[config.mk]
export PLATFORM = sky130hd
export DESIGN_NAME = noc_rr_arbiter_flat
export DESIGN_NICKNAME = d
export VERILOG_FILES = /design/src/rtl/noc_rr_arbiter_if.sv /design/src/rtl/noc_rr_arbiter.sv /design/src/flat_wrapper.sv
export SDC_FILE = /design/constraint.sdc
export NUM_CORES = 1
export LEC_CHECK = 0
export BUFFER_PORTS_ARGS = -buffer_cell sky130_fd_sc_hd__buf_2
export CAP_MARGIN = 20
export CORE_MARGIN = 5
export CORE_UTILIZATION = 41
export CTS_CLUSTER_SIZE = 14
export DETAILED_ROUTE_END_ITERATION = 8
export PLACE_DENSITY = 0.76
export SLEW_MARGIN = 20
export SYNTH_ARGS = -nofsm -noshare
export SYNTH_HDL_FRONTEND = slang
export SYNTH_SLANG_ARGS = --single-unit
[constraint.sdc]
create_clock -name clk -period 2.2 [get_ports clk]
set_clock_uncertainty 0.1 [all_clocks]
set_input_delay 0.22 -clock clk [delete_from_list [all_inputs] [get_ports clk]]
set_output_delay 0.22 -clock clk [all_outputs]
set_load 0.1 [all_outputs]
[src/rtl/noc_rr_arbiter_if.sv]
// Switch-allocator bundle: FIFO heads and downstream flow control in, pops and output-stage writes out.
// The slave modport is the arbiter; the master modport is the FIFO/output-stage side.
interface noc_rr_arbiter_if #(
    parameter int unsigned WIDTH = 16
);
    logic             emptyE;
    logic             emptyW;
    logic             emptyL;
    logic [WIDTH-1:0] dataInE;
    logic [WIDTH-1:0] dataInW;
    logic [WIDTH-1:0] dataInL;
    logic             readFullE;
    logic             readFullW;
    logic             readFullL;
    logic             read_almostfullE;
    logic             read_almostfullW;
    logic             read_almostfullL;
    logic             readE;
    logic             readW;
    logic             readL;
    logic             writeOutE;
    logic             writeOutW;
    logic             writeOutL;
    logic [WIDTH-1:0] dataOutE;
    logic [WIDTH-1:0] dataOutW;
    logic [WIDTH-1:0] dataOutL;
    logic [2:0]       starved;

    modport master (
        output emptyE, emptyW, emptyL, dataInE, dataInW, dataInL,
        output readFullE, readFullW, readFullL,
        output read_almostfullE, read_almostfullW, read_almostfullL,
        input  readE, readW, readL, writeOutE, writeOutW, writeOutL,
        input  dataOutE, dataOutW, dataOutL, starved
    );

    modport slave (
        input  emptyE, emptyW, emptyL, dataInE, dataInW, dataInL,
        input  readFullE, readFullW, readFullL,
        input  read_almostfullE, read_almostfullW, read_almostfullL,
        output readE, readW, readL, writeOutE, writeOutW, writeOutL,
        output dataOutE, dataOutW, dataOutL, starved
    );
endinterface

[src/rtl/noc_rr_arbiter.sv]
// Three-port (E, W, L) NoC switch allocator: combinational grants per output port using
// round-robin with a lowest-index starvation override; pointers and wait counters are registered.
module noc_rr_arbiter #(
    parameter int unsigned WIDTH      = 16,
    parameter logic [1:0]  LOCAL_IP   = 2'b00,
    parameter int unsigned STARVE_LIM = 4
) (
    input logic             clk,
    input logic             rst,
    noc_rr_arbiter_if.slave bus
);
    localparam logic [3:0] LIM = 4'(STARVE_LIM);

    // Index order everywhere: E=0, W=1, L=2 (both inputs and outputs).
    logic [2:0]       w_empty;
    logic [WIDTH-1:0] w_head [3];
    logic [2:0]       w_elig;
    logic [1:0]       w_route [3];
    logic [2:0]       w_req [3];
    logic [2:0]       w_stv;
    logic [2:0]       w_gnt [3];
    logic [2:0]       w_granted;
    logic [WIDTH-1:0] w_dout [3];
    logic [1:0]       r_ptr [3];
    logic [3:0]       r_wait [3];

    function automatic logic [1:0] route(input logic [WIDTH-1:0] flit);
        logic [1:0] d;
        d = flit[WIDTH-1 -: 2];
        if (d == LOCAL_IP) begin
            route = 2'd2;
        end else if (d > LOCAL_IP) begin
            route = 2'd0;
        end else begin
            route = 2'd1;
        end
    endfunction

    function automatic logic [2:0] pick(input logic [2:0] req, input logic [2:0] stv,
                                        input logic [1:0] ptr);
        logic [2:0] hit;
        hit = req & stv;
        if (hit != 3'b000) begin
            pick = hit[0] ? 3'b001 : (hit[1] ? 3'b010 : 3'b100);
        end else begin
            case (ptr)
                2'd1:    pick = req[1] ? 3'b010 : (req[2] ? 3'b100 : (req[0] ? 3'b001 : 3'b000));
                2'd2:    pick = req[2] ? 3'b100 : (req[0] ? 3'b001 : (req[1] ? 3'b010 : 3'b000));
                default: pick = req[0] ? 3'b001 : (req[1] ? 3'b010 : (req[2] ? 3'b100 : 3'b000));
            endcase
        end
    endfunction

    function automatic logic [1:0] next_ptr(input logic [2:0] gnt);
        case (gnt)
            3'b001:  next_ptr = 2'd1;
            3'b010:  next_ptr = 2'd2;
            default: next_ptr = 2'd0;
        endcase
    endfunction

    assign w_empty   = {bus.emptyL, bus.emptyW, bus.emptyE};
    assign w_head[0] = bus.dataInE;
    assign w_head[1] = bus.dataInW;
    assign w_head[2] = bus.dataInL;
    assign w_elig    = ~({bus.readFullL, bus.readFullW, bus.readFullE} |
                         {bus.read_almostfullL, bus.read_almostfullW, bus.read_almostfullE});

    // Request matrix and per-output grant selection.
    always_comb begin
        for (int i = 0; i < 3; i++) begin
            w_route[i] = route(w_head[i]);
            w_stv[i]   = (r_wait[i] == LIM);
        end
        for (int o = 0; o < 3; o++) begin
            for (int i = 0; i < 3; i++) begin
                w_req[o][i] = !w_empty[i] && (w_route[i] == 2'(o));
            end
            if (w_elig[o]) begin
                w_gnt[o] = pick(w_req[o], w_stv, r_ptr[o]);
            end else begin
                w_gnt[o] = 3'b000;
            end
        end
        w_granted = w_gnt[0] | w_gnt[1] | w_gnt[2];
    end

    // One-hot data mux from the granted input to each output.
    always_comb begin
        for (int o = 0; o < 3; o++) begin
            w_dout[o] = {WIDTH{1'b0}};
            for (int i = 0; i < 3; i++) begin
                w_dout[o] = w_dout[o] | ({WIDTH{w_gnt[o][i]}} & w_head[i]);
            end
        end
    end

    // Reset gates the outputs directly so they drop without waiting for a clock edge.
    assign bus.readE     = !rst && w_granted[0];
    assign bus.readW     = !rst && w_granted[1];
    assign bus.readL     = !rst && w_granted[2];
    assign bus.writeOutE = !rst && (w_gnt[0] != 3'b000);
    assign bus.writeOutW = !rst && (w_gnt[1] != 3'b000);
    assign bus.writeOutL = !rst && (w_gnt[2] != 3'b000);
    assign bus.dataOutE  = rst ? {WIDTH{1'b0}} : w_dout[0];
    assign bus.dataOutW  = rst ? {WIDTH{1'b0}} : w_dout[1];
    assign bus.dataOutL  = rst ? {WIDTH{1'b0}} : w_dout[2];
    assign bus.starved   = rst ? 3'b000 : w_stv;

    // Round-robin pointers per output and saturating wait counters per input.
    always_ff @(posedge clk or posedge rst) begin
        if (rst) begin
            for (int k = 0; k < 3; k++) begin
                r_ptr[k]  <= 2'd0;
                r_wait[k] <= 4'd0;
            end
        end else begin
            for (int k = 0; k < 3; k++) begin
                if (w_gnt[k] != 3'b000) begin
                    r_ptr[k] <= next_ptr(w_gnt[k]);
                end else begin
                    r_ptr[k] <= r_ptr[k];
                end
                // A non-empty input always requests, so "not granted" means it waited.
                if (w_granted[k] || w_empty[k]) begin
                    r_wait[k] <= 4'd0;
                end else if (r_wait[k] != LIM) begin
                    r_wait[k] <= r_wait[k] + 4'd1;
                end else begin
                    r_wait[k] <= r_wait[k];
                end
            end
        end
    end
endmodule

[src/flat_wrapper.sv]
// flat-port wrapper written by rule: the top's interface ports become plain ports
module noc_rr_arbiter_flat 
#(
    parameter int unsigned WIDTH      = 16,
    parameter logic [1:0]  LOCAL_IP   = 2'b00,
    parameter int unsigned STARVE_LIM = 4
)
  (clk, rst, bus_emptyE, bus_emptyW, bus_emptyL, bus_dataInE, bus_dataInW, bus_dataInL, bus_readFullE, bus_readFullW, bus_readFullL, bus_read_almostfullE, bus_read_almostfullW, bus_read_almostfullL, bus_readE, bus_readW, bus_readL, bus_writeOutE, bus_writeOutW, bus_writeOutL, bus_dataOutE, bus_dataOutW, bus_dataOutL, bus_starved);
  noc_rr_arbiter_if #(.WIDTH(WIDTH)) bus_i ();
  input logic clk;
  input logic rst;
  input wire logic [$bits(bus_i.emptyE)-1:0] bus_emptyE;
  input wire logic [$bits(bus_i.emptyW)-1:0] bus_emptyW;
  input wire logic [$bits(bus_i.emptyL)-1:0] bus_emptyL;
  input wire logic [$bits(bus_i.dataInE)-1:0] bus_dataInE;
  input wire logic [$bits(bus_i.dataInW)-1:0] bus_dataInW;
  input wire logic [$bits(bus_i.dataInL)-1:0] bus_dataInL;
  input wire logic [$bits(bus_i.readFullE)-1:0] bus_readFullE;
  input wire logic [$bits(bus_i.readFullW)-1:0] bus_readFullW;
  input wire logic [$bits(bus_i.readFullL)-1:0] bus_readFullL;
  input wire logic [$bits(bus_i.read_almostfullE)-1:0] bus_read_almostfullE;
  input wire logic [$bits(bus_i.read_almostfullW)-1:0] bus_read_almostfullW;
  input wire logic [$bits(bus_i.read_almostfullL)-1:0] bus_read_almostfullL;
  output wire logic [$bits(bus_i.readE)-1:0] bus_readE;
  output wire logic [$bits(bus_i.readW)-1:0] bus_readW;
  output wire logic [$bits(bus_i.readL)-1:0] bus_readL;
  output wire logic [$bits(bus_i.writeOutE)-1:0] bus_writeOutE;
  output wire logic [$bits(bus_i.writeOutW)-1:0] bus_writeOutW;
  output wire logic [$bits(bus_i.writeOutL)-1:0] bus_writeOutL;
  output wire logic [$bits(bus_i.dataOutE)-1:0] bus_dataOutE;
  output wire logic [$bits(bus_i.dataOutW)-1:0] bus_dataOutW;
  output wire logic [$bits(bus_i.dataOutL)-1:0] bus_dataOutL;
  output wire logic [$bits(bus_i.starved)-1:0] bus_starved;
  assign bus_i.emptyE = bus_emptyE;
  assign bus_i.emptyW = bus_emptyW;
  assign bus_i.emptyL = bus_emptyL;
  assign bus_i.dataInE = bus_dataInE;
  assign bus_i.dataInW = bus_dataInW;
  assign bus_i.dataInL = bus_dataInL;
  assign bus_i.readFullE = bus_readFullE;
  assign bus_i.readFullW = bus_readFullW;
  assign bus_i.readFullL = bus_readFullL;
  assign bus_i.read_almostfullE = bus_read_almostfullE;
  assign bus_i.read_almostfullW = bus_read_almostfullW;
  assign bus_i.read_almostfullL = bus_read_almostfullL;
  assign bus_readE = bus_i.readE;
  assign bus_readW = bus_i.readW;
  assign bus_readL = bus_i.readL;
  assign bus_writeOutE = bus_i.writeOutE;
  assign bus_writeOutW = bus_i.writeOutW;
  assign bus_writeOutL = bus_i.writeOutL;
  assign bus_dataOutE = bus_i.dataOutE;
  assign bus_dataOutW = bus_i.dataOutW;
  assign bus_dataOutL = bus_i.dataOutL;
  assign bus_starved = bus_i.starved;
  noc_rr_arbiter #(.WIDTH(WIDTH), .LOCAL_IP(LOCAL_IP), .STARVE_LIM(STARVE_LIM)) u_core (.clk(clk), .rst(rst), .bus(bus_i));
endmodule
==> summary.md, run 1 <==
| Metric | Value |
|---|---|
| Outcome | `aborted with a tool error` |
| Halt Stage | `global routing` |
| Error message | `[ERROR GRT-0232] Routing congestion too high. Check the congestion heatmap in the GUI.` |
| Die height | `roughly 82 um` |
| Syn_area_per_cell | `roughly 8 um^2` |
| CTS Buf Count | `3` |
| Cell Area, Placed | `slightly above 4000 um^2` |
| H-tree Lvls | `1` |
| Synthesized instance count | `approximately 270` |
| Asr flop ratio synth | `100%` |
| Post-DP HPWL | `just under 8 mm` |
| CTS Sinks | `16` |
| Seq cells post-synth | `16` |
| Area leader, netlist | `dfrtp_1` |
| GRT worst endpoint | `bus_dataOutE[1]` |
| Hold_buf cts | `0` |
| Top cell type's share of synthesized area | `18.8%` |
| Starting Density | `42.0%` |
| Worst_ep kind | `primary output` |
| Gpl congestion | `a little over 0.9` |
| Post-synth EDFFs | `0` |
| Root Driver | `clkbuf_8` |
| Total gr overflow | `4` |
| Yosys cell types | `55` |
| Synth warnings | `0` |
| Cell Area, Synth | `about 2100 um^2` |
| Sequential area share after synthesis | `a little under a fifth` |
| Ports | `116` |
| Top cells by area, synth | `dfrtp_1 19%, a221o_1 14%, buf_4 7.1%, nor2b_1 7.1%, ha_1 5.9%` |
| Horiz. Die Dim | `82.1 um` |
| Top FF cell, synth | `dfrtp_1` |
| Clock Path Buffers | `2` |
| Largest net degree at the start of global routing | `24` |
| # port buffers | `94` |
| GRT Overall Usage | `61.4%` |
| Row cnt | `26` |
cell usage after synthesis (all sizes together) (3+ instances only):
cell type,n
a2111oi,4
a211o,3
a211oi,4
a21oi,7
a221o,29
and2,3
and2b,4
and3b,3
buf,26
clkbuf,6
dfrtp,16
ha,10
inv,13
nand2,21
nand3,3
nand3b,3
nor2,28
nor2b,24
nor3,11
nor4,4
o21bai,3
o31a,3
xnor2,6
logic make-up after synthesis:
family	after synthesis	synth area share (%)
buffers and inverters	45	13.0
XOR/XNOR	6	2.47
AO/OA/AOI/OAI	72	30.3
AND/OR/NAND/NOR	116	29.4
flip-flops	16	18.8
adder cells (fa/ha/maj)	10	5.88
other	1	0.176
stage by stage:
stage | std cells | setup slack [ps] | TNS (ps) | hold WS (ps) | utilization (%)
2_1_floorplan | 284 | -284 | -8560 | 187 | -
3_3_place_gp | 493 | -277 | -8300 | 409 | 79.8
3_5_place_dp | 493 | -381 | -11680 | 417 | 79.8
4_1_cts | 519 | -595 | -18300 | 157 | 89.9
repair_timing:
| action | in CTS |
|---|---|
| cloned | 3 |
| endpoints found under the setup margin | 47 |
| pin swaps | 20 |
| gates resized for setup | 50 |
| setup buffers | 19 |
routing by layer:
layer / GRT usage, % / overflow
met1: 61.2 / 1
met2: 84.1 / 2
met3: 40.5 / 0
met4: 58.8 / 1
met5: 1.67 / 0
==> run 2: changes to the inputs <==
--- a/config.mk
+++ b/config.mk
@@ -8,10 +8,9 @@
 export BUFFER_PORTS_ARGS = -buffer_cell sky130_fd_sc_hd__buf_2
 export CAP_MARGIN = 20
 export CORE_MARGIN = 5
-export CORE_UTILIZATION = 41
-export CTS_CLUSTER_SIZE = 14
+export CORE_UTILIZATION = 40
 export DETAILED_ROUTE_END_ITERATION = 8
-export PLACE_DENSITY = 0.76
+export PLACE_DENSITY_LB_ADDON = 0.15
 export SLEW_MARGIN = 20
 export SYNTH_ARGS = -nofsm -noshare
 export SYNTH_HDL_FRONTEND = slang
==> constraint.sdc (replaced) <==
create_clock -name clk -period 2.85 [get_ports clk]
set_clock_uncertainty 0.1 [all_clocks]
set_input_delay 0.285 -clock clk [delete_from_list [all_inputs] [get_ports clk]]
set_output_delay 0.285 -clock clk [all_outputs]
set_load 0.1 [all_outputs]
==> summary.md, run 2 <==
| Metric | Value |
|---|---|
| Outcome | `finished, violations left` |
| Failing checks | `negative setup slack` |
| Leakage power | `1.65 nW` |
| ANT cells | `0` |
| Gpl congestion | `0.889` |
| Max-cap viol count | `0` |
| Sequential area share after synthesis | `between 10% and 20%` |
| Via count | `2533` |
| Total power draw | `2.37 mW` |
| Worst Hold Path EP | `u_core.r_wait[10]` |
| Die height | `83.0 um` |
| Regs by FF count | `u_core.r_wait: 12 flops, u_core.r_ptr: 4 flops` |
| Cell Area, Synth | `around 2100 um^2` |
| Row cnt | `26` |
| Worst-margin pin slew | `553 ps` |
| Slew Limit Fails | `0` |
| Synth warnings | `0` |
| DR vias/cell | `5.46` |
| Place WS | `-109 ps` |
| Routed Antenna Nets | `0` |
| H-tree Lvls | `1` |
| Layout cells sized above 1 | `52.3%` |
| Most common cell after layout, fill and taps aside | `buf_2` |
| Final period utilization | `103%` |
| Placed Cells | `438` |
| Clock Path Buffers | `2` |
| Final Cell Area | `3680 um^2` |
| Critical Path Start Type | `flip-flop` |
| RSZ-0062 raised after global routing | `yes` |
| Crit path max fanout | `6` |
| Core ar. | `5140 um^2` |
| Seq cells post-synth | `16` |
| Iter 0 DRT Violations | `132` |
| Hold_buf cts | `0` |
| CP arrival | `2540 ps` |
| Starting Density | `41.4%` |
| Syn_area_per_cell | `between 8 and 9 um^2` |
| Final worst path period need | `2930 ps` |
| Final wirelength | `7.98 mm` |
| CTS tree | `yes` |
| Top FF cell, synth | `dfrtp_1` |
| Total gr overflow | `0` |
| Yosys cell types | `55` |
| Post-synth EDFFs | `0` |
| Top cell type's share of synthesized area | `18.8%` |
| Sw Share | `49.5%` |
| Power per cell area | `645 nW/um^2` |
| Worst r2r dst | `u_core.r_wait[6]` |
| Largest net degree at the start of global routing | `21` |
| Antenna violations before repair | `0` |
| FF-to-FF setup slack | `680 ps` |
| Psw | `1.17 mW` |
| Max reg flops | `12` |
| CP Data Required Time | `between 2000 and 2500 ps` |
| Synthesized instance count | `266` |
| Hold WS | `176 ps` |
| Worst Hold Class | `in2reg` |
| Peak supply drop | `523 uV` |
| Cell Area, Placed | `3290 um^2` |
| Horiz. Die Dim | `~83 um` |
| Crit. End Element | `output port` |
| Critical path class | `reg2out` |
| Commonest non-fill, non-tap cells in the layout | `59 x buf_2, 40 x buf_12, 37 x buf_4` |
| Final Hold Fails | `0` |
| Most frequent cells after synthesis | `29 x a221o_1, 28 x nor2_1, 24 x nor2b_1, 21 x nand2_1, 20 x buf_4` |
| Crit Reg-Reg Startpoint | `u_core.r_wait[5]` |
| Post-DP HPWL | `5.84 mm` |
| Asr flop ratio synth | `100%` |
| Drc violations | `0` |
| CTS Sinks | `16` |
| Final setup viols | `10` |
| Min-delay src | `bus_emptyE` |
| First-pass GRT wire length | `~12 mm` |
| Clock share of power | `8.6%` |
| Part of the power in combinational logic | `75.4%` |
| Max_slew headroom | `62.9%` |
| Final WS setup | `-75.3 ps` |
| Average routed wire per standard cell | `~17 um` |
| Area leader, netlist | `dfrtp_1` |
| Root Driver | `clkbuf_8` |
| Biggest register | `u_core.r_wait` |
| Non-filler cells, final | `between 400 and 500` |
| GRT Overall Usage | `21.7%` |
| Die ar. | `6880 um^2` |
| Nets | `464` |
| Layout area overhead | `72.7%` |
| Reg power frac | `between 15 and 20%` |
| Drt pass-1 iters | `4` |
| CTS Buf Count | `3` |
| Ports | `roughly 120` |
| Top cells by area, synth | `dfrtp_1 19%, a221o_1 14%, buf_4 7.1%, nor2b_1 7.1%, ha_1 5.9%` |
| Top-count cell post-synth | `a221o_1` |
| Hold Path Depth | `2` |
| Worst-skew pair later-pin latency | `250 ps` |
| Clk slew on worst S/H paths | `70 ps` |
| Max Clock Freq | `0.342 GHz` |
| # port buffers | `94` |
| Internal power | `1.20 mW` |
| Reg2reg path depth | `9` |
| Vias in the first global route | `2516` |
==> run 2: area by class of cell <==
type | count | area (um^2)
multi-input combinational | 223 | 1690
inverter | 13 | 51.3
timing repair buffer | 138 | 1400
sequential | 16 | 400
fill | 413 | 1460
tap | 70 | 87.6
clock buffer | 4 | 55.1
==> run 2: repair_timing <==
action,in CTS,in global routing
endpoints found under the setup margin,33,34
cloned,1,0
gates resized for setup,14,17
pin swaps,6,8
setup buffers,13,10
==> run 2: logic make-up after synthesis <==
kind of cell	after synthesis	synth area share, %
AND/OR/NAND/NOR	116	29.4
AO/OA/AOI/OAI	72	30.3
buffers and inverters	45	13.0
flip-flops	16	18.8
adder cells (fa/ha/maj)	10	5.88
XOR/XNOR	6	2.47
other	1	0.176
==> run 2: worst max-delay path by stage <==
| stage | startpoint | to | depth (start not counted) |
|---|---|---|---|
| 2_1_floorplan | u_core.r_wait[4] | bus_readW | 8 |
| 3_3_place_gp | u_core.r_wait[0] | bus_dataOutE[15] | 8 |
| 3_5_place_dp | u_core.r_wait[0] | bus_dataOutE[13] | 8 |
| 4_1_cts | u_core.r_wait[5] | bus_dataOutL[4] | 10 |
| 5_1_grt | u_core.r_wait[5] | bus_dataOutL[4] | 10 |
| 6_report | u_core.r_wait[5] | bus_dataOutL[4] | 10 |
==> run 2: power by group through the flow <==
stage	logic [mW]	registers, mW	clock network [mW]
after floorplan	1.07	0.367	0
after global placement	1.47	0.374	0
after detailed placement	1.50	0.376	0
after CTS	1.59	0.372	0.210
after global routing	1.90	0.387	0.220
final	1.79	0.379	0.205
==> run 2: stage by stage <==
step           utilization (%)  setup TNS [ps]
2_1_floorplan                -           -13.9
3_3_place_gp              64.0           -1860
3_5_place_dp              64.0           -2120
4_1_cts                   69.2            -255
5_1_grt                   71.6           -1470
6_report                  71.6            -443
==> run 2: worst max-delay path: stages (launching register included) <==
cell and delay [ps]:
dfrtp_1 350, inv_1 50, ha_2 180, and3b_2 240, buf_6 130, a2111o_1 330
o2111ai_4 150, buf_12 170, and2b_1 170, a221o_2 330, buf_12 180
==> run 2: routing by layer <==
metal / track usage (%) / routed length [um]
met5: 0 / 0
met4: 6.39 / 171
met3: 3.47 / 455
met2: 39.7 / 4220
met1: 25.8 / 3140
No activity file was read; power rests on OpenSTA's default activity.
==> run 3: changes to the inputs <==
--- a/config.mk
+++ b/config.mk
@@ -11,6 +11,7 @@
 export CORE_UTILIZATION = 40
 export DETAILED_ROUTE_END_ITERATION = 8
 export PLACE_DENSITY_LB_ADDON = 0.15
+export RECOVER_POWER = 100
 export SLEW_MARGIN = 20
 export SYNTH_ARGS = -nofsm -noshare
 export SYNTH_HDL_FRONTEND = slang
==> summary.md, run 3 (synthesis gave the netlist of run 2 again) <==
| Metric | Value |
|---|---|
| Final worst path period need | `2930 ps` |
| Max-cap viol count | `0` |
| Worst-skew pair later-pin latency | `approximately 250 ps` |
| Total gr overflow | `0` |
| First-pass GRT wire length | `12.4 mm` |
| Largest net degree at the start of global routing | `21` |
| Slew Limit Fails | `0` |
| Routed Antenna Nets | `0` |
| Power per cell area | `644 nW/um^2` |
| Max Clock Freq | `0.342 GHz` |
| Critical Path Start Type | `flip-flop` |
| Peak supply drop | `518 uV` |
| CP arrival | `roughly 2500 ps` |
| Outcome | `finished, violations left` |
| ANT cells | `0` |
| Commonest non-fill, non-tap cells in the layout | `59 x buf_2, 40 x buf_12, 36 x buf_4` |
| Nets | `approximately 460` |
| Non-filler cells, final | `464` |
| Die ar. | `between 6000 and 7000 um^2` |
| DR vias/cell | `~5.4` |
| Setup TNS | `-447 ps` |
| Drc violations | `0` |
| Failing checks | `negative setup slack` |
| Max stage delay cell, worst path | `dfrtp_1` |
| Placed Cells | `around 440` |
| CTS Sinks | `16` |
| Regs by FF count | `u_core.r_wait: 12 flops, u_core.r_ptr: 4 flops` |
| Part of the power in combinational logic | `around 75%` |
| Final Hold Fails | `0` |
| Drt pass-1 iters | `4` |
| Gpl congestion | `0.889` |
| Post-DP HPWL | `5.84 mm` |
| Layout area overhead | `72.4%` |
| Average routed wire per standard cell | `about 17 um` |
| CP max stage delay | `about 350 ps` |
| Internal power | `1.20 mW` |
| Vias in the first global route | `2516` |
| Psw | `about 1.2 mW` |
| CP most frequent cell | `buf_12` |
| Ports | `116` |
| Leakage power | `1.65 nW` |
| Clk slew on worst S/H paths | `70 ps` |
| CP Cell Sequence | `inv_1 > ha_2 > and3b_2 > buf_6 > a2111o_1 > o2111ai_4 > buf_12 > and2b_1 > a221o_2 > buf_12` |
| Iter 0 DRT Violations | `146` |
| Die height | `83.0 um` |
| Sw Share | `49.5%` |
| Core Util, Final | `about 71%` |
| Critical path class | `reg2out` |
| Root Driver | `clkbuf_8` |
| RSZ-0062 raised after global routing | `yes` |
| Via count | `2488` |
| H-tree Lvls | `1` |
| Clock Path Buffers | `2` |
| Clock share of power | `~8.6%` |
| Row cnt | `26` |
| # port buffers | `94` |
| CP bufs+invs | `4` |
| Starting Density | `between 40 and 50%` |
| FF-to-FF setup slack | `640 ps` |
| Antenna violations before repair | `0` |
| CP top delay family | `compound AO/OA/AOI/OAI gates` |
| Place WS | `-109 ps` |
| Horiz. Die Dim | `a little over 80 um` |
| Final wirelength | `7.96 mm` |
| Crit path max fanout | `6` |
| GRT Overall Usage | `a little over a fifth` |
| Total power draw | `2.37 mW` |
| Max reg flops | `12` |
| Biggest register | `u_core.r_wait` |
| CTS Buf Count | `3` |
| Layout filler cell count | `412` |
| Reg power frac | `16.0%` |
| Most common cell after layout, fill and taps aside | `buf_2` |
| Worst Hold Class | `in2reg` |
| Crit. End Element | `output port` |
| CP Data Required Time | `2470 ps` |
| Final WS setup | `-75.6 ps` |
| Worst-margin pin slew | `1100 ps` |
| Max_slew headroom | `26.8%` |
| Layout cells sized above 1 | `51.8%` |
| Final setup viols | `10` |
| Core ar. | `5140 um^2` |
| CTS tree | `yes` |
| Final period utilization | `103%` |
[run 3: area by class of cell]
type	count	area, um^2	share of cell area, %
clock buffer	4	55.1	1.50
timing repair buffer	138	1390	37.9
sequential	16	400	10.9
tap	70	87.6	2.39
multi-input combinational	223	1690	45.9
inverter	13	51.3	1.40
[run 3: final timing paths]
check	endpoint	cells past startpoint	from
setup / recovery	bus_dataOutL[4]	10	u_core.r_wait[5]
hold / removal	u_core.r_wait[10]	2	bus_emptyE
setup reg to reg	u_core.r_ptr[1]	9	u_core.r_wait[8]
hold reg to reg	u_core.r_ptr[5]	2	u_core.r_ptr[5]
max in group asynchronous	u_core.r_wait[2]	4	rst
min in group asynchronous	u_core.r_ptr[1]	4	rst
[run 3: routing by layer]
metal	vias up	track usage (%)	wire length, um
met5	-	0	0
met4	0	6.39	171
met3	14	3.47	463
met2	102	39.7	4200
met1	1160	25.8	3130
li1	1212	-	-
[run 3: through the flow]
stage	hold WS, ps	cell area (um^2)
6_report	177	3670
5_1_grt	165	3670
4_1_cts	161	3560
3_5_place_dp	442	3290
3_3_place_gp	431	3290
2_1_floorplan	252	2240
[run 3: timing repair]
item	4_1_cts	5_1_grt
setup endpoints to repair	33	34
pin swaps	6	8
cloned	1	0
hold buffers	0	0
gates resized for setup	14	17
setup buffers	13	10
[run 3: power by group through the flow]
stage / clock network (mW) / logic (mW) / registers, mW
after floorplan: 0 / 1.07 / 0.367
after global placement: 0 / 1.47 / 0.374
after detailed placement: 0 / 1.50 / 0.376
after CTS: 0.210 / 1.59 / 0.372
after global routing: 0.220 / 1.90 / 0.387
final: 0.204 / 1.78 / 0.378
[run 3: worst reg2reg max path: stages (launching register included)]
cell,delay [ps]
dfrtp_1,380
inv_1,90
ha_1,230
and3b_2,230
a21boi_2,190
buf_4,150
o2111ai_4,170
buf_12,220
buf_4,150
a211oi_1,230
